===== src/rtl/muldiv_if.sv =====
// Request/response bundle between the execute stage and the iterative RV32M multiply/divide unit.
interface muldiv_if #(parameter int unsigned XLEN = 32);
  logic            start;
  logic [2:0]      funct3;
  logic [XLEN-1:0] op_a;
  logic [XLEN-1:0] op_b;
  logic            flush;
  logic            busy;
  logic            done;
  logic [XLEN-1:0] result;

  modport master (output start, funct3, op_a, op_b, flush,
                  input  busy, done, result);
  modport slave  (input  start, funct3, op_a, op_b, flush,
                  output busy, done, result);
endinterface


===== src/rtl/muldiv_unit.sv =====
// Iterative RV32M multiply (shift-add) / restoring divide, one bit per cycle over XLEN cycles.
// Optional MULDIV_ZERO_SKIP_EN: multiply with a zero operand completes via the fast path.
module muldiv_unit #(parameter int unsigned XLEN = 32) (
  input logic     clk,
  input logic     rst_n,
  muldiv_if.slave bus
);
  localparam int unsigned CW = $clog2(XLEN);

  typedef enum logic [1:0] {IDLE, CALC, FIN} state_t;
  state_t state, state_nx;

  logic [CW-1:0]   cnt;
  logic [2:0]      op;
  logic            sa, sb;
  logic [XLEN-1:0] mag, acc_hi, acc_lo, result_q;

  logic            in_div, in_sa, in_sb, fast, accept;
  logic [XLEN-1:0] abs_a, abs_b, fast_val;

  logic [XLEN:0]     msum, rshift, rdiff;
  logic [XLEN-1:0]   hi_nx, lo_nx, quo, rem, fin_val;
  logic [2*XLEN-1:0] prod;

  // Entry decode: signedness, magnitudes and fast-path detection
  always_comb begin
    in_div   = bus.funct3[2];
    in_sa    = 1'b0;
    in_sb    = 1'b0;
    fast     = 1'b0;
    fast_val = '0;
    case (bus.funct3)
      3'b000, 3'b001, 3'b100, 3'b110: begin
        in_sa = bus.op_a[XLEN-1];
        in_sb = bus.op_b[XLEN-1];
      end
      3'b010:  in_sa = bus.op_a[XLEN-1];
      default: ;
    endcase
    abs_a = in_sa ? -bus.op_a : bus.op_a;
    abs_b = in_sb ? -bus.op_b : bus.op_b;
    if (in_div && bus.op_b == '0) begin
      fast     = 1'b1;
      fast_val = bus.funct3[1] ? bus.op_a : '1;
    end else if (in_div && !bus.funct3[0] && bus.op_b == '1 &&
                 bus.op_a == {1'b1, {(XLEN-1){1'b0}}}) begin
      fast     = 1'b1;
      fast_val = bus.funct3[1] ? '0 : bus.op_a;
    end
`ifdef MULDIV_ZERO_SKIP_EN
    if (!in_div && (bus.op_a == '0 || bus.op_b == '0)) begin
      fast     = 1'b1;
      fast_val = '0;
    end
`else
`endif
    accept = (state == IDLE) && bus.start && !bus.flush;
  end

  // One iteration step; hi/lo hold product halves or remainder/quotient
  always_comb begin
    msum   = {1'b0, acc_hi} + (acc_lo[0] ? {1'b0, mag} : '0);
    rshift = {acc_hi, acc_lo[XLEN-1]};
    rdiff  = rshift - {1'b0, mag};
    if (op[2]) begin
      if (!rdiff[XLEN]) begin
        hi_nx = rdiff[XLEN-1:0];
        lo_nx = {acc_lo[XLEN-2:0], 1'b1};
      end else begin
        hi_nx = rshift[XLEN-1:0];
        lo_nx = {acc_lo[XLEN-2:0], 1'b0};
      end
    end else begin
      {hi_nx, lo_nx} = {msum, acc_lo[XLEN-1:1]};
    end
    // Sign fix-up is applied to the final step so result is already registered during FIN
    prod = {hi_nx, lo_nx};
    if (sa ^ sb) prod = -prod;
    quo = (sa ^ sb) ? -lo_nx : lo_nx;
    rem = sa ? -hi_nx : hi_nx;
    if (op[2])
      fin_val = op[1] ? rem : quo;
    else
      fin_val = (op[1:0] == 2'b00) ? prod[XLEN-1:0] : prod[2*XLEN-1:XLEN];
  end

  always_ff @(posedge clk or negedge rst_n) begin
    if (!rst_n) state <= IDLE;
    else        state <= state_nx;
  end

  always_comb begin
    state_nx = state;
    if (bus.flush) begin
      state_nx = IDLE;
    end else begin
      case (state)
        IDLE:    if (bus.start) state_nx = fast ? FIN : CALC;
        CALC:    if (cnt == '0) state_nx = FIN;
        FIN:     state_nx = IDLE;
        default: state_nx = IDLE;
      endcase
    end
  end

  always_comb begin
    bus.busy = (state != IDLE);
    bus.done = (state == FIN);
  end

  assign bus.result = result_q;

  always_ff @(posedge clk or negedge rst_n) begin
    if (!rst_n) begin
      cnt      <= '0;
      op       <= '0;
      sa       <= 1'b0;
      sb       <= 1'b0;
      mag      <= '0;
      acc_hi   <= '0;
      acc_lo   <= '0;
      result_q <= '0;
    end else if (accept) begin
      op     <= bus.funct3;
      sa     <= in_sa;
      sb     <= in_sb;
      cnt    <= CW'(XLEN - 1);
      mag    <= in_div ? abs_b : abs_a;
      acc_hi <= '0;
      acc_lo <= in_div ? abs_a : abs_b;
      if (fast) result_q <= fast_val;
    end else if (state == CALC && !bus.flush) begin
      acc_hi <= hi_nx;
      acc_lo <= lo_nx;
      cnt    <= cnt - CW'(1);
      if (cnt == '0) result_q <= fin_val;
    end
  end
endmodule


===== src/flat_wrapper.sv =====
// flat-port wrapper written by rule: the top's interface ports become plain ports
module muldiv_unit_flat 
#(parameter int unsigned XLEN = 32)
  (clk, rst_n, bus_start, bus_funct3, bus_op_a, bus_op_b, bus_flush, bus_busy, bus_done, bus_result);
  muldiv_if #(.XLEN(XLEN)) bus_i ();
  input logic clk;
  input logic rst_n;
  input wire logic [$bits(bus_i.start)-1:0] bus_start;
  input wire logic [$bits(bus_i.funct3)-1:0] bus_funct3;
  input wire logic [$bits(bus_i.op_a)-1:0] bus_op_a;
  input wire logic [$bits(bus_i.op_b)-1:0] bus_op_b;
  input wire logic [$bits(bus_i.flush)-1:0] bus_flush;
  output wire logic [$bits(bus_i.busy)-1:0] bus_busy;
  output wire logic [$bits(bus_i.done)-1:0] bus_done;
  output wire logic [$bits(bus_i.result)-1:0] bus_result;
  assign bus_i.start = bus_start;
  assign bus_i.funct3 = bus_funct3;
  assign bus_i.op_a = bus_op_a;
  assign bus_i.op_b = bus_op_b;
  assign bus_i.flush = bus_flush;
  assign bus_busy = bus_i.busy;
  assign bus_done = bus_i.done;
  assign bus_result = bus_i.result;
  muldiv_unit #(.XLEN(XLEN)) u_core (.clk(clk), .rst_n(rst_n), .bus(bus_i));
endmodule

===== config.mk =====
export PLATFORM = sky130hd
export DESIGN_NAME = muldiv_unit_flat
export DESIGN_NICKNAME = d
export VERILOG_FILES = /design/src/rtl/muldiv_if.sv /design/src/rtl/muldiv_unit.sv /design/src/flat_wrapper.sv
export SDC_FILE = /design/constraint.sdc
export NUM_CORES = 1
export LEC_CHECK = 0
export BUFFER_PORTS_ARGS = -buffer_cell sky130_fd_sc_hd__buf_2
export CAP_MARGIN = 5
export CELL_PAD_IN_SITES_DETAIL_PLACEMENT = 1
export CELL_PAD_IN_SITES_GLOBAL_PLACEMENT = 1
export CORE_MARGIN = 2
export CORE_UTILIZATION = 50
export CTS_CLUSTER_DIAMETER = 200
export CTS_CLUSTER_SIZE = 28
export DETAILED_ROUTE_END_ITERATION = 6
export PLACE_DENSITY = 0.95
export SLEW_MARGIN = 25
export SYNTH_ARGS = -nofsm -noshare
export SYNTH_HDL_FRONTEND = slang
export SYNTH_SLANG_ARGS = --single-unit

===== constraint.sdc =====
create_clock -name clk -period 8.55 [get_ports clk]
set_clock_uncertainty 0.1 [all_clocks]
set_input_delay 1.71 -clock clk [delete_from_list [all_inputs] [get_ports clk]]
set_output_delay 1.71 -clock clk [all_outputs]
set_load 0.02 [all_outputs]

# --- Word level (Yosys, flattened, before mapping) ---
# Cells that the tools add are included.
op_classes:
  addsub: 8
  eq_ne: 11
  n_mux: 38
  n_bitwise: 1
  n_reduce_logical: 21
op_table:
  columns: ["op", "n"]
  rows:
  - ["$mux 32", 25]
  - ["$neg 32->32", 4]
  - ["$eq 32x32->1 const B", 2]
  - ["$mux 64", 1]
  - ["$neg 64->64", 1]
  - ["$add 32x33->33", 1]
  - ["$sub 33x32->33", 1]
  - ["$logic_not 32->1", 1]
  - ["$mux 5", 2]
  - ["$mux 2", 4]
  - ["$logic_and 1x1->1", 7]
  - ["$eq 3x3->1 const B", 2]
  - ["$reduce_bool 2->1", 3]
  - ["$logic_not 5->1", 1]
  - ["$mux 1", 5]
  - ["$reduce_or 5->1", 1]
  - ["$sub 5x1->5 const B", 1]
  - ["$logic_not 2->1", 2]
  - ["$pmux 2 s2", 1]
  - ["$reduce_or 4->1", 1]
  - ["$eq 3x1->1 const B", 1]
  - ["$eq 3x2->1 const B", 1]
  - ["$logic_not 3->1", 1]
  - ["$ne 3x2->1 const B", 1]
  - ["other kinds (8)", 9]
totals:
  regBits: 140
  inputBits: 71
  out_inout_bits: 34
  word_cells: 88

# --- Depth between registers and ports, before layout ---
# Gate-level depths: netlist of the first run.
depth:
  ltp_word: 10
  depth_mapped: 24

# --- Least setup slack after synthesis of the first run ---
# No wires, ideal clock.
synth_timing:
  kind: "register to register"
  startpoint: "register u_core.acc_lo[31]"
  endpoint: "register u_core.result_q[30], in the netlist u_core.bus.result[30]"
  setup_time_ns: 0.077
  arrival_ns: 4.800
  required_ns: 8.373
  setup_slack_ns: 3.572
  path_stages_with_launch: 23
  path_buffers: 1
  cell_sequence: "dfrtp_1 > inv_1 > ha_1 > fa_1 > nand2b_1 > a21oi_1 > nor3b_2 > o21ai_4 > a31oi_4 > xnor2_4 > clkbuf_1 > a21oi_1 > mux2i_1 > ha_1 > inv_1 > a31oi_1 > nand2_1 > nor4_1 > nand4_1 > o31ai_1 > xor2_1 > o211ai_1 > a21oi_1"
synth_between:
  elab_chain_len: 10
synth_rtl:
  columns: ["element", "line_no", "text"]
  rows:
  - ["start, declared", "muldiv_unit.sv:16", "logic [XLEN-1:0] mag, acc_hi, acc_lo, result_q;"]
  - ["start signal, assigned", "muldiv_unit.sv:130", "acc_lo <= in_div ? abs_a : abs_b;"]
  - ["start signal, assigned", "muldiv_unit.sv:134", "acc_lo <= lo_nx;"]
  - ["$sub 33x32->33", "muldiv_unit.sv:64", "rdiff = rshift - {1'b0, mag};"]
  - ["$mux 1 or $mux 32 (tied branches)", "muldiv_unit.sv:66", "if (!rdiff[XLEN]) begin"]
  - ["$mux 32", "muldiv_unit.sv:65", "if (op[2]) begin"]
  - ["$neg 64->64, or another cell as far along", "muldiv_unit.sv:78", "if (sa ^ sb) prod = -prod;"]
  - ["$mux 64, or another cell as far along", "muldiv_unit.sv:78", null]
  - ["$mux 32 (on tied branches)", "muldiv_unit.sv:84, muldiv_unit.sv:82", null]
  - ["$mux 32 *", "muldiv_unit.sv:81", "if (op[2])"]
  - ["$mux 32 *", "muldiv_unit.sv:136", "if (cnt == '0) result_q <= fin_val;"]
  - ["$mux 32 *", "muldiv_unit.sv:132", "end else if (state == CALC && !bus.flush) begin"]
  - ["$mux 32 *", "muldiv_unit.sv:123", "end else if (accept) begin"]
  - ["end signal, assigned", "muldiv_unit.sv:131", "if (fast) result_q <= fast_val;"]
  - ["end signal, assigned", "muldiv_unit.sv:136", null]
  - ["end, declared", "muldiv_unit.sv:16", null]
# Mark *: on every way between the ends. The rest lies on a longest branch, timed or not. The select of a mux whose other input is x is not followed.
# A chain may end at the register's enable or synchronous reset.

# --- Worst setup path in the final report of the first run ---
layout_timing:
  startpoint: "register u_core.acc_lo[31]"
  endpoint: "register u_core.result_q[18], in the netlist u_core.bus.result[18]"
# Same word-level chain as after synthesis.

==> results of run 1 <==
## synth_stat cells, types with 15 or more instances
| library cell | count | area (sq um) |
|---|---|---|
| and2_1 | 46 | 288 |
| nor2_1 | 206 | 773 |
| o211ai_1 | 63 | 473 |
| a22o_1 | 18 | 158 |
| a31oi_1 | 29 | 181 |
| ha_1 | 71 | 888 |
| o31ai_1 | 25 | 188 |
| dfrtp_1 | 140 | 3500 |
| xor2_1 | 87 | 762 |
| clkbuf_1 | 91 | 342 |
| nand2_1 | 299 | 1120 |
| a21o_1 | 23 | 173 |
| nand3_1 | 38 | 190 |
| nand4_1 | 22 | 138 |
| or3_1 | 22 | 138 |
| buf_1 | 15 | 56.3 |
| mux2i_1 | 59 | 591 |
| nor3_1 | 55 | 275 |
| xnor2_1 | 93 | 815 |
| inv_1 | 58 | 218 |
| o21ai_0 | 222 | 1110 |
| a211oi_1 | 17 | 128 |
| a21oi_1 | 183 | 916 |
## state kept, by name, summed over array words and instances, names as in the netlist
register,cells
u_core.state,2
u_core.sb,1
u_core.sa,1
u_core.acc_lo,32
u_core.cnt,5
u_core.acc_hi,32
u_core.op,3
u_core.mag,32
u_core.bus.result,32
## worst paths after layout
| kind | from | to | slack (ps) | cells past startpoint |
|---|---|---|---|---|
| max | u_core.acc_lo[31]$_DFFE_PN0P_ | u_core.bus.result[18]$_DFFE_PN0P_ | 2060 | 22 |
| min | u_core.bus.result[12]$_DFFE_PN0P_ | u_core.bus.result[12]$_DFFE_PN0P_ | 390 | 1 |
| max reg2reg | u_core.acc_lo[31]$_DFFE_PN0P_ | u_core.bus.result[18]$_DFFE_PN0P_ | 2060 | 22 |
| min reg2reg | u_core.bus.result[12]$_DFFE_PN0P_ | u_core.bus.result[12]$_DFFE_PN0P_ | 390 | 1 |
| max in group asynchronous | rst_n | u_core.op[2]$_DFFE_PN0P_ | 5780 | 2 |
| min in group asynchronous | rst_n | u_core.bus.result[24]$_DFFE_PN0P_ | 1200 | 1 |
## logic make-up after synthesis
family,synth area share
and+or+nand+nor,0.236
AOI/OAI and AO/OA,0.295
DFF,0.221
muxes,0.0430
xor gates and xnor gates,0.102
buffers and inverters,0.0446
adders and majority gates,0.0584
## metal layers
| layer | GRT usage | part of all wire | vias up |
|---|---|---|---|
| met5 | 0 | 0.00037 | - |
| met4 | 0.297 | 0.078 | 4 |
| met3 | 0.0904 | 0.094 | 282 |
| met2 | 0.685 | 0.44 | 1037 |
| met1 | 0.554 | 0.39 | 8837 |
| li1 | - | - | 7985 |
## power breakdown
| part | switching [W] | internal [W] | leakage (nW) |
|---|---|---|---|
| sequential | 0.000270 | 0.000829 | 1.80 |
| combinational | 0.00331 | 0.00160 | 5.15 |
| clock | 0.000361 | 0.000444 | 0.285 |
| total | 0.00395 | 0.00287 | 7.23 |
## critical path, cell delays in order (launching register included)
cell      delay (ps)
dfrtp_1          390
inv_1             90
ha_1             240
fa_1             440
nand2b_1         190
a21oi_1          290
nor3b_2          120
o21ai_4          350
a311oi_1         240
a21o_1           380
nor2_1           280
ha_1             220
o21ai_0          170
nor3_1           320
nand2_1          150
nor3_1           490
nand2_1          440
nor3_1           500
and4b_1          320
a21oi_1          100
xor2_1           170
a221oi_1         280
nor2_1            80
## layout make-up
type,instances,area (sq um)
timing repair buffer,141,805
inverter,59,221
sequential,140,3510
antenna,3,7.51
clock buffer,18,439
clock inverter,14,158
fill,4037,14000
tap,402,503
multi-input combinational,1850,11700
## stage by stage
stage | setup slack (ps) | total power, W | instance area [sq um] | instances
final | 2060 | 0.00682 | 17400 | 2627
after global routing | 1600 | 0.00712 | 17300 | 2624
after CTS | 2270 | 0.00662 | 17300 | 2624
after detailed placement | 2300 | 0.00577 | 16700 | 2592
after global placement | 2580 | 0.00563 | 16700 | 2592
after floorplan | 3570 | 0.00418 | 15900 | 2171
==> impl_metrics.py, run 1 <==
metrics = {
    "setup_path": {
        "arrival_ps": 6720,
        "start_kind": "flop",
        "cp.required_ps": 8770,
        "endpoint_kind": "flop",
        "critPathKind": "flop to flop",
        "critPathMaxFanout": 10,
    },
    "yosys": {
        "synth-edff-count": 0,
        "netlist_area_sq_mm": 0.0159,
        "yosysSeqAreaShare": 0.221,
        "synthFlopType": "dfrtp_1",
        "yosysWarnings": 0,
        "synthesis.nets": 2315,
        "syn_avg_cell_area_sq_um": 7.32,
        "synthArstFlopShare": 1.00,
        "synth_cells": 2171,
        "ys_types": 103,
        "synth-seq-cells": 140,
    },
    "placed_design": {
        "io_buffers": 104,
        "hpwlAfterDp_um": 56700,
        "gp_congestion": 1.08,
    },
    "cts": {
        "cts_tree": "done",
        "root_buffer": "clkbuf_16",
        "numCtsBuffers": 17,
        "h-tree-depth": 4,
        "clkSinkCount": 140,
        "clk_path_buf_depth": 2,
        "clk_pin_slew_ps": 70,
        "hold_buffers": 0,
        "insertion_delay_ps": 460,
        "cts_setup_buffers": 0,
        "cts_resized": 0,
    },
    "timing": {
        "max_freq_mhz": 154,
        "setup_viol": 0,
        "post-route-period-util": 0.760,
        "worst_pin_slew_ps": 1090,
        "setup_tns_ps": 0,
        "rsz0062_at_grt": "no",
        "min_period_ps": 6490,
        "slew_headroom": 0.266,
        "slew_violations": 0,
        "hold_viol": 0,
        "holdWs_ps": 393,
    },
    "drt": {
        "drt-pass1-iter-count": 7,
        "vias": 18145,
        "antenna_left": 0,
        "wire_per_inst_um": 28.1,
        "drc": 2,
        "avgViaCountPerCell": 6.91,
        "totalWireLength_um": 73800,
        "drt_iter0_drc": 2161,
    },
    "outcome": {
        "violations": "design-rule violations",
        "status": "complete, but fails checks",
    },
    "final_layout": {
        "fin_util": 0.553,
        "nNetsFinal": 2353,
        "mostFrequentLayoutCell": "nand2_1",
        "mostFrequentLayoutCells": "nand2_1 (297), o21ai_0 (221), nor2_1 (205)",
        "post_route_cells_drive_above_1_share": 0.105,
        "area_delta_synth_final_pct": 9.25,
    },
    "die": {
        "pin_count": 105,
        "die_area_sq_mm": 0.0332,
        "num_rows": 65,
        "start_util": 0.506,
        "core_sq_mm": 0.0314,
        "die_y_um": 182,
        "die_x_um": 182,
    },
    "pwr": {
        "ir_worst_vdd_uv": 181,
        "p_per_area_mw_per_mm2": 393,
        "static-leakage-power_nw": 7.23,
    },
    "grt": {
        "grt_pass1_vias": 17913,
        "grt_use_total": 0.441,
        "grt_remaining_overflow": 0,
        "grt_pass1_wl_um": 111000,
        "antenna_found_initial": 5,
        "grt_max_degree": 102,
    },
    "job": {
        "drv_cap": 0,
    },
    "worst_hold_path": {
        "min_path_type": "flop to flop",
    },
}
(Power assumes the default switching activity.)
==> run 2: changes to the inputs <==
--- a/config.mk
+++ b/config.mk
@@ -10,11 +10,11 @@
 export CELL_PAD_IN_SITES_DETAIL_PLACEMENT = 1
 export CELL_PAD_IN_SITES_GLOBAL_PLACEMENT = 1
 export CORE_MARGIN = 2
-export CORE_UTILIZATION = 50
+export CORE_UTILIZATION = 42
 export CTS_CLUSTER_DIAMETER = 200
 export CTS_CLUSTER_SIZE = 28
 export DETAILED_ROUTE_END_ITERATION = 6
-export PLACE_DENSITY = 0.95
+export PLACE_DENSITY = 0.87
 export SLEW_MARGIN = 25
 export SYNTH_ARGS = -nofsm -noshare
 export SYNTH_HDL_FRONTEND = slang
==> constraint.sdc (replaced) <==
create_clock -name clk -period 5.25 [get_ports clk]
set_clock_uncertainty 0.1 [all_clocks]
set_input_delay 1.05 -clock clk [delete_from_list [all_inputs] [get_ports clk]]
set_output_delay 1.05 -clock clk [all_outputs]
set_load 0.02 [all_outputs]
==> run 2 against run 1 <==
  * Worst setup slack worse by 1900 ps
  * Hold slack better by 10 ps
  * Register-to-register slack worse by 1900 ps
  * Combinational power is 75% higher
  * Sequential share of layout area is 1.0 points lower
  * Largest power group unchanged
  * Non-clock buffer count is 88 higher
  * Critical path depth is 3 lower
  * Final area is 5.2% higher
  * The flow now finishes without violations
  * Clock power is 69% higher
==> impl_metrics.py, run 2 (synthesis gave the netlist of run 1 again) <==
metrics = {
    "pwr": {
        "p_sw_w": 0.00656,
        "ir_worst_vdd_uv": 270,
        "p_comb_frac": 0.731,
        "p_per_area_mw_per_mm2": 643,
        "p_clk_frac": 0.116,
        "static-leakage-power_nw": 7.67,
        "seqPwrFrac": 0.153,
        "internal-power_w": 0.00518,
        "p_sw_frac": 0.559,
    },
    "die": {
        "die_area_sq_mm": 0.0394,
        "core_sq_mm": 0.0375,
        "die_x_um": 198,
        "num_rows": 71,
        "die_y_um": 198,
        "start_util": 0.424,
        "pin_count": 105,
    },
    "setup_path": {
        "endpoint_kind": "flop",
        "arrival_ps": 5310,
        "r2r_cells": 19,
        "start_kind": "flop",
        "rr_endpoint": "u_core.bus.result[25]$_DFFE_PN0P_",
        "worstPathCellList": "buf_4 > and2_1 > ha_1 > o211ai_1 > o211ai_1 > a41oi_1 > buf_4 > o31ai_1 > buf_4 > mux2i_1 > o31ai_1 > a41oi_1 > nand3b_4 > nor2_2 > nand2_1 > nor3_1 > mux2_2 > o21ai_0 > a31oi_1",
        "r2r_slack_ps": 160,
        "r2r-start": "u_core.acc_lo[0]$_DFFE_PN0P_",
        "critPathKind": "flop to flop",
        "cp-startpoint": "u_core.acc_lo[0]$_DFFE_PN0P_",
        "slowest_stage": "ha_1",
        "cp.required_ps": 5460,
        "crit_top_cell": "buf_4",
        "slowest_delay_ps": 440,
        "critPathMaxFanout": 16,
    },
    "timing": {
        "worst_pin_slew_ps": 1070,
        "min_period_ps": 5090,
        "setup_viol": 0,
        "post-route-period-util": 0.970,
        "worst_slack_ps": 158,
        "slew_violations": 0,
        "hold_viol": 0,
        "max_freq_mhz": 196,
        "slew_headroom": 0.280,
    },
    "grt": {
        "grt_pass1_vias": 18239,
        "antenna_found_initial": 5,
        "grt_remaining_overflow": 0,
        "grt_max_degree": 75,
        "grt_pass1_wl_um": 113000,
        "grt_use_total": 0.383,
    },
    "cts": {
        "numCtsBuffers": 17,
        "hold_buffers": 0,
        "clk_pin_slew_ps": 70,
        "h-tree-depth": 4,
        "clk_path_buf_depth": 2,
        "clkSinkCount": 140,
        "insertion_delay_ps": 450,
        "cts_tree": "done",
        "root_buffer": "clkbuf_16",
    },
    "worst_hold_path": {
        "hp-start": "u_core.bus.result[13]$_DFFE_PN0P_",
        "hold_depth": 1,
        "min_to": "u_core.bus.result[13]$_DFFE_PN0P_",
        "min_path_type": "flop to flop",
    },
    "drt": {
        "drt-pass1-iter-count": 5,
        "antenna_left": 0,
        "vias": 18313,
        "drt_iter0_drc": 1868,
        "totalWireLength_um": 75600,
        "avgViaCountPerCell": 6.49,
        "wire_per_inst_um": 26.8,
        "drc": 0,
    },
    "final_layout": {
        "mostFrequentLayoutCell": "nand2_1",
        "post_route_cells_drive_above_1_share": 0.144,
        "mostFrequentLayoutCells": "nand2_1 (297), o21ai_0 (218), nor2_1 (204)",
        "diodes": 0,
        "fin_util": 0.487,
        "area_delta_synth_final_pct": 15.0,
        "nNetsFinal": 2441,
    },
    "placed_design": {
        "io_buffers": 104,
        "pre_cts_ws_ps": 169,
        "gp_congestion": 1.02,
        "hpwlAfterDp_um": 60200,
    },
    "outcome": {
        "status": "completed",
    },
    "job": {
        "drv_cap": 0,
    },
}
run 2: layout make-up:
type	count	area (sq um)
Timing Repair Buffer	229	1480
Inverter	59	221
Multi-Input combinational cell	1850	11800
Sequential cell	140	3510
Clock buffer	19	433
Fill cell	4761	19200
Clock inverter	13	191
Tap cell	511	639
run 2: critical path: cells and delay by family (launching register included):
family                   cells  cell delay, ps
AND/OR/NAND/NOR              5            1140
buffers and inverters        3             600
multiplexers                 2             570
flip-flops                   1             400
adder cells (fa/ha/maj)      1             440
AO/OA/AOI/OAI                8            1690
run 2: worst max path at each step:
stage               slack (ps)  cells past startpoint                                end
floorplan                  270                     22  u_core.bus.result[30]$_DFFE_PN0P_
global placement           230                     24  u_core.bus.result[18]$_DFFE_PN0P_
detailed placement         170                     24  u_core.bus.result[18]$_DFFE_PN0P_
CTS                        130                     24  u_core.bus.result[18]$_DFFE_PN0P_
global route               -60                     22  u_core.bus.result[18]$_DFFE_PN0P_
finish                     160                     19  u_core.bus.result[25]$_DFFE_PN0P_
run 2: repair_timing:
item | 4_1_cts | 5_1_grt
resized for setup | 0 | 19
setup endpoints to repair | 0 | 12
setup buffers | 0 | 0
run 2: per-stage QoR:
stage                     total power, W  cell area, sq um  hold slack (ps)  TNS, ps  instances
after floorplan                  0.00681             15900              363        0       2171
after global placement           0.00976             17600              379        0       2789
after detailed placement         0.00997             17600              391        0       2789
after CTS                         0.0114             18200              405        0       2821
after global routing              0.0123             18300              427    -58.3       2821
final                             0.0117             18300              403        0       2821
run 2: per-layer routing:
metal	GRT usage	vias up	wire, um
met4	0.282	4	6320
li1	-	8129	-
met2	0.586	844	32700
met5	0	-	25
met1	0.474	9087	30200
met3	0.0841	249	6310
run 2: power groups by stage:
stage / Sequential (W) / Clock, W / Combinational (W)
after floorplan: 0.00161 / 0 / 0.00520
after global placement: 0.00177 / 0 / 0.00800
after detailed placement: 0.00179 / 0 / 0.00819
after CTS: 0.00177 / 0.00136 / 0.00826
after global routing: 0.00182 / 0.00141 / 0.00907
final: 0.00179 / 0.00136 / 0.00859
==> run 3: changes to the inputs <==
--- a/config.mk
+++ b/config.mk
@@ -5,16 +5,17 @@
 export SDC_FILE = /design/constraint.sdc
 export NUM_CORES = 1
 export LEC_CHECK = 0
+export ABC_AREA = 1
 export BUFFER_PORTS_ARGS = -buffer_cell sky130_fd_sc_hd__buf_2
 export CAP_MARGIN = 5
 export CELL_PAD_IN_SITES_DETAIL_PLACEMENT = 1
 export CELL_PAD_IN_SITES_GLOBAL_PLACEMENT = 1
 export CORE_MARGIN = 2
-export CORE_UTILIZATION = 42
+export CORE_UTILIZATION = 40
 export CTS_CLUSTER_DIAMETER = 200
 export CTS_CLUSTER_SIZE = 28
 export DETAILED_ROUTE_END_ITERATION = 6
-export PLACE_DENSITY = 0.87
+export PLACE_DENSITY_LB_ADDON = 0.1
 export SLEW_MARGIN = 25
 export SYNTH_ARGS = -nofsm -noshare
 export SYNTH_HDL_FRONTEND = slang
==> run 3 against run 2 <==
  * Non-clock buffer count fell by 56
  * Routed wire length up 26%
  * Critical path depth rose by 10
  * Combinational power increased by 25%
  * Critical path type unchanged
  * Critical endpoint is now u_core.bus.result[6]$_DFFE_PN0P_
==> impl_metrics.py, run 3 <==
metrics = {
    "die": {
        "start_util": 0.402,
        "core_sq_mm": 0.0439,
        "die_y_um": 214,
        "die_x_um": 214,
        "num_rows": 77,
        "die_area_sq_mm": 0.0459,
        "pin_count": 105,
    },
    "cts": {
        "clkSinkCount": 140,
        "insertion_delay_ps": 490,
        "cts_tree": "done",
        "clk_path_buf_depth": 2,
        "root_buffer": "clkbuf_16",
        "h-tree-depth": 4,
        "numCtsBuffers": 17,
        "clk_pin_slew_ps": 80,
    },
    "pwr": {
        "p_comb_frac": 0.767,
        "p_sw_w": 0.00878,
        "seqPwrFrac": 0.134,
        "internal-power_w": 0.00511,
        "p_per_area_mw_per_mm2": 705,
        "p_clk_frac": 0.099,
        "ir_worst_vdd_uv": 354,
        "p_sw_frac": 0.632,
        "static-leakage-power_nw": 10.3,
    },
    "yosys": {
        "synth_top_cell_area_share": 0.198,
        "synth_adder_area_share": 0.0525,
        "synth-seq-cells": 140,
        "synth_top_area_cell": "dfrtp_1",
        "yosysWarnings": 0,
        "synthesis.nets": 3179,
        "ys_types": 56,
        "synth-simple-area-share": 0.395,
        "synthTopCellsByCount": "nand2_1 (910), inv_1 (469), nor2_1 (264)",
        "netlist_area_sq_mm": 0.0177,
        "yosysSeqAreaShare": 0.198,
        "synth_compound_area_frac": 0.168,
        "syn_avg_cell_area_sq_um": 5.82,
        "synth_top_family_by_area": "simple AND/OR/NAND/NOR gates",
        "synth-edff-count": 0,
        "synth_area_leaders": "dfrtp_1 (20%), nand2_1 (19%), inv_1 (10%), nand3_1 (6.6%), nor2_1 (5.6%)",
        "synthArstFlopShare": 1.00,
        "synthXorXnorAreaFrac": 0.0555,
        "synth.area.mux_share": 0,
        "synthFlopType": "dfrtp_1",
        "synth_most_common_cell": "nand2_1",
        "synth_cells": 3035,
    },
    "setup_path": {
        "r2r_cells": 29,
        "r2r_slack_ps": 290,
        "critPathKind": "flop to flop",
        "arrival_ps": 5220,
        "endpoint": "u_core.bus.result[6]$_DFFE_PN0P_",
        "crit_top_cell": "nand2_4",
        "start_kind": "flop",
        "critPathMaxFanout": 5,
        "r2r-start": "u_core.acc_hi[13]$_DFFE_PN0P_",
        "rr_endpoint": "u_core.bus.result[6]$_DFFE_PN0P_",
        "cp.required_ps": 5510,
        "slowest_stage": "dfrtp_1",
        "endpoint_kind": "flop",
        "cp-startpoint": "u_core.acc_hi[13]$_DFFE_PN0P_",
        "slowest_delay_ps": 430,
    },
    "final_layout": {
        "post_route_cells_drive_above_1_share": 0.114,
        "area_delta_synth_final_pct": 11.4,
        "fill_cells": 6195,
        "final_cells": 3730,
        "mostFrequentLayoutCells": "nand2_1 (909), inv_1 (467), nor2_1 (260)",
        "mostFrequentLayoutCell": "nand2_1",
        "nNetsFinal": 3268,
    },
    "placed_design": {
        "io_buffers": 104,
        "placed_cells": 3691,
        "hpwlAfterDp_um": 77200,
        "gp_congestion": 1.06,
    },
    "timing": {
        "setup_viol": 0,
        "rsz0062_at_grt": "no",
        "min_period_ps": 4960,
        "max_freq_mhz": 202,
        "setup_tns_ps": 0,
        "worst_pin_slew_ps": 1060,
        "post-route-period-util": 0.945,
        "slew_violations": 0,
        "hold_viol": 0,
        "slew_headroom": 0.286,
    },
    "drt": {
        "vias": 22004,
        "antenna_left": 0,
        "drt_iter0_drc": 1927,
        "wire_per_inst_um": 25.5,
        "drt-pass1-iter-count": 7,
        "drc": 0,
        "avgViaCountPerCell": 5.90,
        "totalWireLength_um": 95000,
    },
    "grt": {
        "grt_use_total": 0.410,
        "grt_remaining_overflow": 0,
        "antenna_found_initial": 9,
        "grt_max_degree": 65,
        "grt_pass1_vias": 22315,
        "grt_pass1_wl_um": 140000,
    },
    "outcome": {
        "status": "completed",
    },
    "worst_hold_path": {
        "min_path_type": "flop to flop",
    },
    "job": {
        "drv_cap": 0,
    },
}
run 3: cell count changes after synthesis, moves of 22 or more:
cell	change
or3_1	-22
inv_1	+411
o21ai_0	-43
and2_1	-45
nand2_1	+611
nor2_1	+58
nand2_2	+42
mux2i_1	-59
clkbuf_1	-39
o211ai_1	-37
a21oi_1	-34
xnor2_1	-68
nand3_1	+195
run 3: worst max-delay path: cells and delay by family (launching register included):
kind,cells,cell delay [ps]
XOR/XNOR,1,230
buffers and inverters,2,160
flip-flops,1,430
AO/OA/AOI/OAI,2,330
adder cells (fa/ha/maj),2,590
AND/OR/NAND/NOR,22,2970
run 3: area by class of cell:
type / count / area [sq um] / area share
clock inverter: 15 / 206 / 0.0105
multi-input combinational: 2308 / 11900 / 0.606
tap: 592 / 741 / 0.0376
sequential: 140 / 3510 / 0.178
clock buffer: 17 / 425 / 0.0216
inverter: 484 / 1820 / 0.0923
timing repair buffer: 173 / 1060 / 0.0537
antenna: 1 / 2.50 / 0.000127
run 3: power by group through the flow:
stage	clock network, W	registers (W)	logic [W]
floorplan	0	0.00186	0.00629
global placement	0	0.00184	0.0100
detailed placement	0	0.00186	0.0102
CTS	0.00136	0.00184	0.0102
global route	0.00140	0.00189	0.0114
finish	0.00137	0.00187	0.0107
run 3: cells by family (layout without fill, tap and decap cells):
logic type	count (synthesis)	in the layout
other	0	1
AND/OR/NAND/NOR	1618	1618
adder cells (fa/ha/maj)	73	73
flip-flops	140	140
buffers and inverters	587	689
XOR/XNOR	112	112
AO/OA/AOI/OAI	505	505
run 3: worst min-delay path by stage:
stage | start | cells after the start | endpoint | slack, ps
global placement | u_core.bus.result[27]$_DFFE_PN0P_ | 2 | u_core.bus.result[27]$_DFFE_PN0P_ | 370
detailed placement | u_core.cnt[4]$_DFFE_PN0P_ | 1 | u_core.cnt[4]$_DFFE_PN0P_ | 370
floorplan | u_core.cnt[4]$_DFFE_PN0P_ | 1 | u_core.cnt[4]$_DFFE_PN0P_ | 350
finish | u_core.cnt[4]$_DFFE_PN0P_ | 1 | u_core.cnt[4]$_DFFE_PN0P_ | 390
CTS | u_core.cnt[4]$_DFFE_PN0P_ | 1 | u_core.cnt[4]$_DFFE_PN0P_ | 390
global route | u_core.bus.result[27]$_DFFE_PN0P_ | 2 | u_core.bus.result[27]$_DFFE_PN0P_ | 430
run 3: routing by layer:
metal  vias to the layer above  GRT usage  share of wire
met5                         -          0        0.00040
met4                         6      0.264          0.073
met3                       324     0.0807          0.082
met2                      1055      0.673           0.46
met1                     10719      0.490           0.39
li1                       9900          -              -
run 3: per-stage QoR:
stage	setup WS, ps	cell area [sq um]	power, W	util	hold WS [ps]
2_1_floorplan	1180	17700	0.00815	-	349
3_3_place_gp	362	19000	0.0118	0.432	369
3_5_place_dp	187	19000	0.0120	0.432	374
4_1_cts	129	19600	0.0134	0.446	388
5_1_grt	20.5	19700	0.0147	0.448	427
6_report	289	19700	0.0139	0.448	387
run 3: repair_timing:
item	CTS	global route
hold buffers	0	0
setup endpoints to repair	0	16
setup buffers	0	6
gates resized for setup	0	11
hold endpoints to repair	0	0
